File: config.mk
export PLATFORM = sky130hd
export DESIGN_NAME = tt_um_gate_arbiter
export DESIGN_NICKNAME = d
export VERILOG_FILES = /design/src/rtl/tt_um_gate_arbiter.sv
export SDC_FILE = /design/constraint.sdc
export NUM_CORES = 1
export LEC_CHECK = 0
export CORE_ASPECT_RATIO = 0.9
export CORE_UTILIZATION = 25
export DETAILED_ROUTE_END_ITERATION = 10
export SYNTH_ARGS = -nofsm -noshare
export SYNTH_HDL_FRONTEND = slang
export SYNTH_SLANG_ARGS = --single-unit
export TNS_END_PERCENT = 10
File: constraint.sdc
create_clock -name clk -period 2.82 [get_ports clk]
set_input_delay 0.423 -clock clk [delete_from_list [all_inputs] [get_ports clk]]
set_output_delay 0.423 -clock clk [all_outputs]
set_load 0.03 [all_outputs]
File: src/rtl/tt_um_gate_arbiter.sv
// Four-requester round-robin arbiter sharing one 2-input gate unit (IDLE -> EXEC -> RESP).
// Define GATE_ARB_OPSEL_EN to latch a per-grant op select (AND/OR/XOR/NAND); otherwise the gate is AND.
module tt_um_gate_arbiter #(
    parameter int unsigned TIMEOUT = 15
) (
    input  logic [7:0] ui_in,
    output logic [7:0] uo_out,
    input  logic [7:0] uio_in,
    output logic [7:0] uio_out,
    output logic [7:0] uio_oe,
    input  logic       ena,
    input  logic       clk,
    input  logic       rst_n
);

    typedef enum logic [1:0] {
        IDLE = 2'd0,
        EXEC = 2'd1,
        RESP = 2'd2
    } state_t;

    localparam logic [3:0] TIMEOUT_C = TIMEOUT[3:0];

    state_t     state_q, state_d;
    logic [3:0] grant_q, grant_d;
    logic [1:0] gidx_q, gidx_d;
    logic [1:0] ptr_q, ptr_d;
    logic       a_q, a_d;
    logic       b_q, b_d;
    logic [1:0] op_q, op_d;
    logic       result_q, result_d;
    logic       valid_q, valid_d;
    logic       busy_q, busy_d;
    logic       timeout_q, timeout_d;
    logic [3:0] cnt_q, cnt_d;

    logic [1:0] cand_s;
    logic [1:0] pick_idx_s;
    logic       pick_found_s;
    logic       req_held_s;
    logic [3:0] cnt_inc_s;
    logic [1:0] op_sel_s;
    logic       unused_s;

    function automatic logic gate_eval(input logic [1:0] op, input logic a, input logic b);
        logic r;
        case (op)
            2'b00:   r = a & b;
            2'b01:   r = a | b;
            2'b10:   r = a ^ b;
            2'b11:   r = ~(a & b);
            default: r = 1'b0;
        endcase
        return r;
    endfunction

`ifdef GATE_ARB_OPSEL_EN
    assign op_sel_s = ui_in[5:4];
`else
    assign op_sel_s = 2'b00;
`endif

    assign req_held_s = |(ui_in[3:0] & grant_q);
    assign cnt_inc_s  = cnt_q + 4'd1;
    assign unused_s   = ^{ena, ui_in[7:4]};

    // Round-robin search starting one past the last granted requester.
    always_comb begin
        pick_found_s = 1'b0;
        pick_idx_s   = ptr_q;
        cand_s       = ptr_q;
        for (int k = 1; k <= 4; k++) begin
            cand_s = ptr_q + 2'(k);
            if (!pick_found_s && ui_in[cand_s]) begin
                pick_found_s = 1'b1;
                pick_idx_s   = cand_s;
            end else begin
                pick_found_s = pick_found_s;
            end
        end
    end

    // Next-state and next-output computation for the arbitration FSM.
    always_comb begin
        state_d   = state_q;
        grant_d   = grant_q;
        gidx_d    = gidx_q;
        ptr_d     = ptr_q;
        a_d       = a_q;
        b_d       = b_q;
        op_d      = op_q;
        result_d  = result_q;
        valid_d   = valid_q;
        busy_d    = busy_q;
        timeout_d = timeout_q;
        cnt_d     = cnt_q;
        case (state_q)
            IDLE: begin
                if (pick_found_s) begin
                    state_d = EXEC;
                    grant_d = 4'b0001 << pick_idx_s;
                    gidx_d  = pick_idx_s;
                    a_d     = uio_in[{pick_idx_s, 1'b0}];
                    b_d     = uio_in[{pick_idx_s, 1'b1}];
                    op_d    = op_sel_s;
                    busy_d  = 1'b1;
                    cnt_d   = 4'd0;
                end else begin
                    busy_d  = 1'b0;
                end
            end
            EXEC: begin
                if (!req_held_s) begin
                    // Requester withdrew before its result was produced: abort silently.
                    state_d = IDLE;
                    grant_d = 4'b0000;
                    busy_d  = 1'b0;
                    ptr_d   = gidx_q;
                end else begin
                    state_d  = RESP;
                    result_d = gate_eval(op_q, a_q, b_q);
                    valid_d  = 1'b1;
                    cnt_d    = 4'd0;
                end
            end
            RESP: begin
                if (!req_held_s || (cnt_inc_s == TIMEOUT_C)) begin
                    state_d  = IDLE;
                    grant_d  = 4'b0000;
                    result_d = 1'b0;
                    valid_d  = 1'b0;
                    busy_d   = 1'b0;
                    cnt_d    = 4'd0;
                    ptr_d    = gidx_q;
                    if (req_held_s) begin
                        timeout_d = 1'b1;
                    end else begin
                        timeout_d = timeout_q;
                    end
                end else begin
                    cnt_d = cnt_inc_s;
                end
            end
            default: begin
                state_d  = IDLE;
                grant_d  = 4'b0000;
                result_d = 1'b0;
                valid_d  = 1'b0;
                busy_d   = 1'b0;
                cnt_d    = 4'd0;
            end
        endcase
    end

    // State and output registers; reset lets requester 0 win first.
    always_ff @(posedge clk or negedge rst_n) begin
        if (!rst_n) begin
            state_q   <= IDLE;
            grant_q   <= 4'b0000;
            gidx_q    <= 2'd0;
            ptr_q     <= 2'd3;
            a_q       <= 1'b0;
            b_q       <= 1'b0;
            op_q      <= 2'b00;
            result_q  <= 1'b0;
            valid_q   <= 1'b0;
            busy_q    <= 1'b0;
            timeout_q <= 1'b0;
            cnt_q     <= 4'd0;
        end else begin
            state_q   <= state_d;
            grant_q   <= grant_d;
            gidx_q    <= gidx_d;
            ptr_q     <= ptr_d;
            a_q       <= a_d;
            b_q       <= b_d;
            op_q      <= op_d;
            result_q  <= result_d;
            valid_q   <= valid_d;
            busy_q    <= busy_d;
            timeout_q <= timeout_d;
            cnt_q     <= cnt_d;
        end
    end

    assign uo_out  = {timeout_q, busy_q, valid_q, result_q, grant_q};
    assign uio_out = 8'h00;
    assign uio_oe  = 8'h00;

endmodule

# --- After elaboration in Yosys (flattened, before gate mapping) ---
# Index checks and enable logic that the tools add are counted.
# Widths: inputs -> output; s select.
classes:
  add_sub_neg: 4
  order_cmp: 6
  eq_ne: 7
  shifts: 1
  mux: 43
  n_bitwise: 3
  n_reduce_logical: 19
op_table:
  columns: ["cell", "count"]
  rows:
  - ["$mux 4", 6]
  - ["$pmux 4 s3", 2]
  - ["$mux 2", 9]
  - ["$lt 2x4->1 const B", 4]
  - ["$mux 1", 15]
  - ["$bmux 1 s2", 6]
  - ["$reduce_and 3->1", 4]
  - ["$pmux 1 s3", 3]
  - ["$lt 3x4->1 const B", 2]
  - ["$ne 2x2->1 const B", 4]
  - ["$reduce_and 2->1", 4]
  - ["$pmux 2 s3", 1]
  - ["$add 2x2->2 const B", 2]
  - ["$add 4x1->4 const B", 1]
  - ["$and 4x4->4", 1]
  - ["$eq 4x4->1 const B", 1]
  - ["$logic_not 1->1", 4]
  - ["$pmux 2 s2", 1]
  - ["$reduce_or 4->1", 1]
  - ["$shl 1x2->4 const A", 1]
  - ["$logic_and 1x1->1", 3]
  - ["$add 2x1->2 const B", 1]
  - ["$eq 2x1->1 const B", 1]
  - ["$eq 2x2->1 const B", 1]
  - ["other kinds (5)", 5]
word_totals:
  ff_bits: 20
  elab_cells: 94

# --- Depth between registers and ports, before layout ---
# Gate-level depths: netlist of run 1.
depth:
  ltp_word: 16
  ltp_mapped: 7

# --- Worst setup path before layout of run 1 ---
# No wires, ideal clock.
synth_path:
  path_kind: "register -> register"
  startpoint: "register grant_q[2]"
  endpoint: "register ptr_q[1]"
  setup_ns: 0.083
  arrival_time_ns: 1.739
  t_required_ns: 2.737
  setup_slack_ns: 0.998
  path_stages_with_launch: 6
  synth_period_minus_slack_ns: 1.822
  path_cell_list: "dfrtp_1 a22o_1 a221o_1 o21a_1 a32o_1 a221o_1"
synth_between:
  elab_chain_len: 6
  word_cells_on_any_way: 7
  cone_classes: "eq/ne: 2; bitwise: 1; reduce/logical: 4"
synth_lines:
  columns: ["item", "line", "text"]
  rows:
  - ["start: declaration", "25", "logic [3:0] grant_q, grant_d;"]
  - ["start signal: assignment", "172", "grant_q <= grant_d;"]
  - ["$and 4x4->4 (*)", "63", "assign req_held_s = |(ui_in[3:0] & grant_q);"]
  - ["$reduce_or 4->1 (*)", "63", null]
  - ["$logic_not 1->1", "127", "if (!req_held_s || (cnt_inc_s == TIMEOUT_C)) begin"]
  - ["$logic_or 1x1->1", "127", null]
  - ["$ne 2x2->1 (no line)", null, null]
  - ["$reduce_and 3->1 (no line) (*)", null, null]
  - ["end signal: assignment", "174", "ptr_q <= ptr_d;"]
  - ["end: declaration", "27", "logic [1:0] ptr_q, ptr_d;"]
# Mark *: on every way between the ends. The rest lies on a longest branch, timed or not.
# A chain may end at the register's enable or synchronous reset.

# --- Worst setup path after layout of run 1 ---
layout_path:
  startpoint: "input ui_in[3]"
  endpoint: "register ptr_q[0]"
layout_between:
  elab_chain_len: 6
  word_cells_on_any_way: 7
  cone_classes: "eq/ne: 2; bitwise: 1; reduce/logical: 4"
layout_lines:
  columns: ["item", "line", "text"]
  rows:
  - ["start: declaration", "6", "input logic [7:0] ui_in,"]
  - ["$and 4x4->4 (*)", "63", null]
  - ["$reduce_or 4->1 (*)", "63", null]
  - ["$logic_not 1->1", "127", null]
  - ["$logic_or 1x1->1", "127", null]
  - ["$ne 2x2->1 (no line)", null, null]
  - ["$reduce_and 3->1 (no line) (*)", null, null]
# Marked as above.

==> flow_metrics.env, run 1 <==
export IMPL_row_count=24
export IMPL_cts_buffer_depth=2
export IMPL_io_pins=43
export IMPL_routed_wl_um=2600
export IMPL_post_cts_buffers=0
export IMPL_fin_crit_ns=2.11
export IMPL_worstMarginPinSlew_ns=0.920
export IMPL_fp_dieH_um=70.8
export IMPL_gp_congestion=0.740
export IMPL_clock_latency_ns=0.26
export IMPL_antennaDiodeCount=0
export IMPL_area_delta_synth_final_pct=18.7
export IMPL_fin_cells=223
export IMPL_tns_ns=0
export IMPL_async_reset_ff_share_pct=100
export IMPL_die_w_um=78.5
export IMPL_yosys_warnings=0
export IMPL_hpwl_um=2030
export IMPL_dpl_cell_area_mm2=0.00151
export IMPL_grt_pass1_vias=885
export IMPL_grt_max_degree=21
export IMPL_peakVddDrop_mv=0.363
export IMPL_ys_seq_area_share_pct=38.2
export IMPL_vias=1018
export IMPL_cts_tree="yes"
export IMPL_postSynthCellCount=140
export IMPL_antenna_left=0
export IMPL_relSlewSlack_pct=38.4
export IMPL_hold_class="reg2reg"
export IMPL_ys_ff_latch=20
export IMPL_crit_path_end_kind="flop"
export IMPL_final_area_mm2=0.00156
export IMPL_die_area_mm2=0.00556
export IMPL_synth_edf_count=0
export IMPL_cts_resized=0
export IMPL_avgSynthCellArea_um2=9.40
export IMPL_timing_final_crit_share_pct=74.8
export IMPL_clk_pin_slew_ns=0.07
export IMPL_status="completed"
export IMPL_critPathLaunchType="input port"
export IMPL_finClkSkew_ns=0.00407
export IMPL_rsz0062_at_grt="false"
export IMPL_cp_required_ns=3.00
export IMPL_overflow=0
export IMPL_coreArea_mm2=0.00495
export IMPL_dpl_cell_count=219
export IMPL_cp_max_fo=8
export IMPL_worstSetupPathType="in2reg"
export IMPL_synth_distinct_cells=42
export IMPL_drtPass1Iterations=4
export IMPL_drt_iter0_markers=38
export IMPL_hold_slack_ns=0.486
export IMPL_layout_drive_gt1_share_pct=8.86
export IMPL_p_leak_nw=0.646
export IMPL_grt_usage_pct=10.1
export IMPL_nNetsFinal=180
export IMPL_io_buffers=21
export IMPL_start_util_pct=26.6
export IMPL_wire_per_inst_um=11.7
export IMPL_cts_root_buf="clkbuf_8"
export IMPL_cts_buffers=3
export IMPL_max_freq_mhz=474
export IMPL_cp_arrival_ns=2.29
export IMPL_dpl_worst_slack_ns=0.460
export IMPL_finalHoldViolCount=0
export IMPL_setup_viol=0
export IMPL_cts_sinks=20
export IMPL_netlist_area_mm2=0.00132
export IMPL_powerDensity_mw_per_mm2=1050
export IMPL_antenna_found_initial=0
export IMPL_vias_per_cell=4.57
export IMPL_hold_buffers=0
export IMPL_fin_ws_ns=0.709
export IMPL_maxCapViolations=0
export IMPL_grt_pass1_wl_um=4440
export IMPL_drc=0
export IMPL_htreeDepth=1
export IMPL_synthFlopType="dfrtp_1"
export IMPL_slew_violations=0
==> placed cells by master (no fill, tap or decap), types with 4 or more instances in the layout <==
master	n
o2bb2ai_1	6
nand2b_1	4
nand2_1	10
clkbuf_8	4
a221o_1	4
a21oi_1	5
clkdlybuf4s50_1	21
o21ai_0	5
mux2i_1	4
nor2_1	7
dfrtp_1	18
inv_1	7
conb_1	16
a211oi_1	6
==> logic make-up (layout without fill, tap and decap cells) <==
group           count (synthesis)  in the layout  share of synthesized area (%)
compound gates                 43             43                           25.2
fa+ha+maj                       2              2                           1.90
flops                          20             20                           38.2
other cells                     1             16                          0.285
buf+inv                        30             33                           14.4
simple gates                   39             39                           16.3
xor+xnor                        1              1                          0.666
mux                             4              4                           3.04
==> worst max-delay path, cell delays in order <==
cell and delay (ns):
clkdlybuf4s50_1 0.51, a22o_1 0.27, a221o_1 0.39, o21a_1 0.23
a32o_1 0.21, a221o_1 0.25
==> per-stage QoR <==
stage | power [mW] | util [%]
detailed placement | 1.42 | 30.4
CTS | 1.64 | 31.5
floorplan | 1.20 | -
global placement | 1.42 | 30.4
global route | 1.77 | 31.5
finish | 1.63 | 31.5
==> cell type report <==
| class | instances | area [um^2] |
|---|---|---|
| multi-input combinational | 105 | 679 |
| timing repair buffer | 22 | 218 |
| sequential | 20 | 503 |
| inverter | 7 | 26.3 |
| fill | 522 | 3390 |
| tap | 65 | 81.3 |
| clock buffer | 4 | 55.1 |
==> routing by layer <==
layer  vias up  wire length (um)  track usage (%)
met5         -                 0                0
li1        517                 -                -
met3         2                84             2.84
met4         0                16             2.47
met2        25              1120             14.5
met1       474              1380             14.9
==> path summary, 6_finish.rpt <==
path | startpoint | endpoint | slack [ns] | depth (start not counted)
hold reg to reg | timeout_q$_DFFE_PN0P_ | timeout_q$_DFFE_PN0P_ | 0.49 | 1
min in group asynchronous | rst_n | state_q[1]$_DFFE_PN0P_ | 0.68 | 1
setup / recovery | ui_in[3] | ptr_q[0]$_DFFE_PN1P_ | 0.71 | 6
max in group asynchronous | rst_n | grant_q[2]$_DFFE_PN0P_ | 1.57 | 1
setup reg to reg | ptr_q[0]$_DFFE_PN1P_ | b_q$_DFFE_PN0P_ | 0.94 | 5
hold / removal | timeout_q$_DFFE_PN0P_ | timeout_q$_DFFE_PN0P_ | 0.49 | 1
==> registers in the layout, summed over array words and instances, names as in the netlist <==
signal	cells
ptr_q	2
valid_q	1
a_q	1
busy_q	1
gidx_q	2
state_q	2
cnt_q	4
result_q	1
b_q	1
grant_q	4
timeout_q	1
==> synth_stat cells (2+ instances only) <==
master      n  area share [%]
o21a_1      2             1.1
a32o_1      2             1.5
inv_1       7             2.0
a211oi_1    6             3.4
a21o_1      2             1.1
nand2_1    10             2.9
buf_4      20              11
nor3_2      2             1.5
o21ai_0     5             1.9
mux2i_1     4             3.0
dfstp_2     2             4.0
o2bb2ai_1   6             4.0
ha_1        2             1.9
nand2b_1    4             1.9
nor2b_1     2            0.95
nor3_1      2            0.76
a21oi_1     5             1.9
o22ai_1     3             1.4
buf_2       2            0.76
nor4b_1     2             1.3
a221o_1     4             3.0
a31o_2      2             1.3
nand3_1     2            0.76
dfrtp_1    18              34
nor2_1      7             2.0
==> power breakdown <==
part	total [mW]	switching [mW]	internal, mW	leakage (nW)
clock network	0.217	0.0929	0.124	0.0288
logic	0.873	0.499	0.374	0.366
registers	0.544	0.130	0.414	0.251
No activity file was read; power rests on OpenSTA's default activity.
==> run 2, diff against run 1 <==
clock period = 2.2 ns   (was 2.82 ns; I/O delays follow)
==> run 2 against run 1 <==
Clock skew up 0.00093 ns. Wire length grew 4.6%. Final cell count grew 4.5%. Worst setup slack got worse by 0.43 ns. Final area is 5.8% higher. Global-route usage up 0.17 points. Core utilization rose by 1.8 points. Combinational power rose by 39%.
==> flow_metrics.env, run 2 (same netlist as run 1, synthesis figures left out) <==
export IMPL_p_leak_nw=0.702
export IMPL_swShare_pct=41.9
export IMPL_cts_tree="yes"
export IMPL_cts_root_buf="clkbuf_8"
export IMPL_hpwl_um=2160
export IMPL_grt_pass1_vias=969
export IMPL_worstSetupPathType="in2reg"
export IMPL_drt_iter0_markers=77
export IMPL_wire_per_inst_um=11.7
export IMPL_nFillCells=519
export IMPL_gp_congestion=0.754
export IMPL_routed_wl_um=2720
export IMPL_cts_buffers=3
export IMPL_cts_sinks=20
export IMPL_antenna_left=0
export IMPL_dpl_cell_area_mm2=0.00158
export IMPL_io_buffers=21
export IMPL_die_w_um=78.5
export IMPL_cts_buffer_depth=2
export IMPL_grt_max_degree=14
export IMPL_hold_class="in2async"
export IMPL_antenna_found_initial=0
export IMPL_max_freq_mhz=520
export IMPL_tns_ns=0
export IMPL_clock_latency_ns=0.26
export IMPL_area_delta_synth_final_pct=25.7
export IMPL_finalHoldViolCount=0
export IMPL_dpl_cell_count=229
export IMPL_powerDensity_mw_per_mm2=1380
export IMPL_io_pins=43
export IMPL_cp_required_ns=2.34
export IMPL_finClkSkew_ns=0.00500
export IMPL_drtPass1Iterations=4
export IMPL_fin_cells=233
export IMPL_antennaDiodeCount=0
export IMPL_finalCoreUtilization_pct=33.4
export IMPL_post_cts_buffers=0
export IMPL_power_frac_comb_pct=52.8
export IMPL_maxCapViolations=0
export IMPL_clk_pin_slew_ns=0.08
export IMPL_cp_arrival_ns=2.07
export IMPL_p_sw_mw=0.959
export IMPL_crit_path_end_kind="flop"
export IMPL_row_count=24
export IMPL_hold_buffers=0
export IMPL_drc=0
export IMPL_grt_pass1_wl_um=4610
export IMPL_grt_usage_pct=10.3
export IMPL_top_regs="cnt_q x4, grant_q x4"
export IMPL_start_util_pct=26.6
export IMPL_intPower_mw=1.33
export IMPL_clkPwrFrac_pct=16.5
export IMPL_final_cell_mix="clkdlybuf4s50_1, dfrtp_1, conb_1"
export IMPL_cts_resized=0
export IMPL_slew_violations=0
export IMPL_critPathLaunchType="input port"
export IMPL_vias=1044
export IMPL_status="completed"
export IMPL_overflow=0
export IMPL_peakVddDrop_mv=0.617
export IMPL_htreeDepth=1
export IMPL_vias_per_cell=4.48
export IMPL_layout_drive_gt1_share_pct=14.3
export IMPL_cp_max_fo=7
export IMPL_setup_viol=0
export IMPL_hold_slack_ns=0.337
export IMPL_nNetsFinal=190
export IMPL_seqPwrFrac_pct=30.7
export IMPL_die_area_mm2=0.00556
export IMPL_rsz0062_at_grt="false"
export IMPL_final_area_mm2=0.00165
export IMPL_fp_dieH_um=70.8
export IMPL_fin_crit_ns=1.92
export IMPL_layout_commonest_cell="clkdlybuf4s50_1"
export IMPL_coreArea_mm2=0.00495
export IMPL_timing_final_crit_share_pct=87.5
run 2: cell count changes in the layout (fill, tap and decap cells not counted):
cell and delta:
bufinv_16 +1, clkbuf_8 -1, buf_4 +10
run 2: critical path: stages:
cell and delay (ns):
clkdlybuf4s50_1 0.49, o21ai_0 0.19, a21oi_1 0.11, or3_1 0.49, a211oi_1 0.36, a211oi_1 0.09
run 2: path summary, 6_finish.rpt:
kind | startpoint | slack, ns | endpoint | depth (start not counted)
worst min register to register | timeout_q$_DFFE_PN0P_ | 0.49 | timeout_q$_DFFE_PN0P_ | 1
min in group clk | timeout_q$_DFFE_PN0P_ | 0.49 | timeout_q$_DFFE_PN0P_ | 1
worst min-delay path | rst_n | 0.34 | result_q$_DFFE_PN0P_ | 1
worst max register to register | ptr_q[0]$_DFFE_PN1P_ | 0.31 | a_q$_DFFE_PN0P_ | 5
worst max-delay path | ui_in[3] | 0.28 | a_q$_DFFE_PN0P_ | 6
max in group asynchronous | rst_n | 1.36 | busy_q$_DFFE_PN0P_ | 2
run 2: cell type report:
cell class / instances / area (um^2) / share of cell area [%]
inverter: 7 / 26.3 / 1.59
clock inverter: 1 / 30.0 / 1.82
clock buffer: 3 / 41.3 / 2.50
multi-input combinational: 105 / 679 / 41.1
sequential: 20 / 503 / 30.4
tap: 65 / 81.3 / 4.92
timing repair buffer: 32 / 293 / 17.7
run 2: per-stage QoR:
stage	power, mW	setup WS (ns)
global route	2.44	0.139
global placement	1.90	-0.00252
floorplan	1.54	0.378
detailed placement	1.91	-0.00209
CTS	2.29	0.272
finish	2.29	0.275
run 2: power by group through the flow:
stage,combinational [mW],clock [mW],sequential (mW)
finish,1.21,0.376,0.702
floorplan,0.833,0,0.705
detailed placement,1.20,0,0.709
global route,1.31,0.398,0.729
CTS,1.21,0.382,0.702
global placement,1.20,0,0.705
run 2: metal layers:
layer / track usage (%) / up-vias / routed length [um]
li1: - / 534 / -
met1: 15.7 / 480 / 1440
met4: 1.85 / 0 / 14
met5: 0 / - / 0
met2: 15.0 / 28 / 1170
met3: 2.19 / 2 / 104
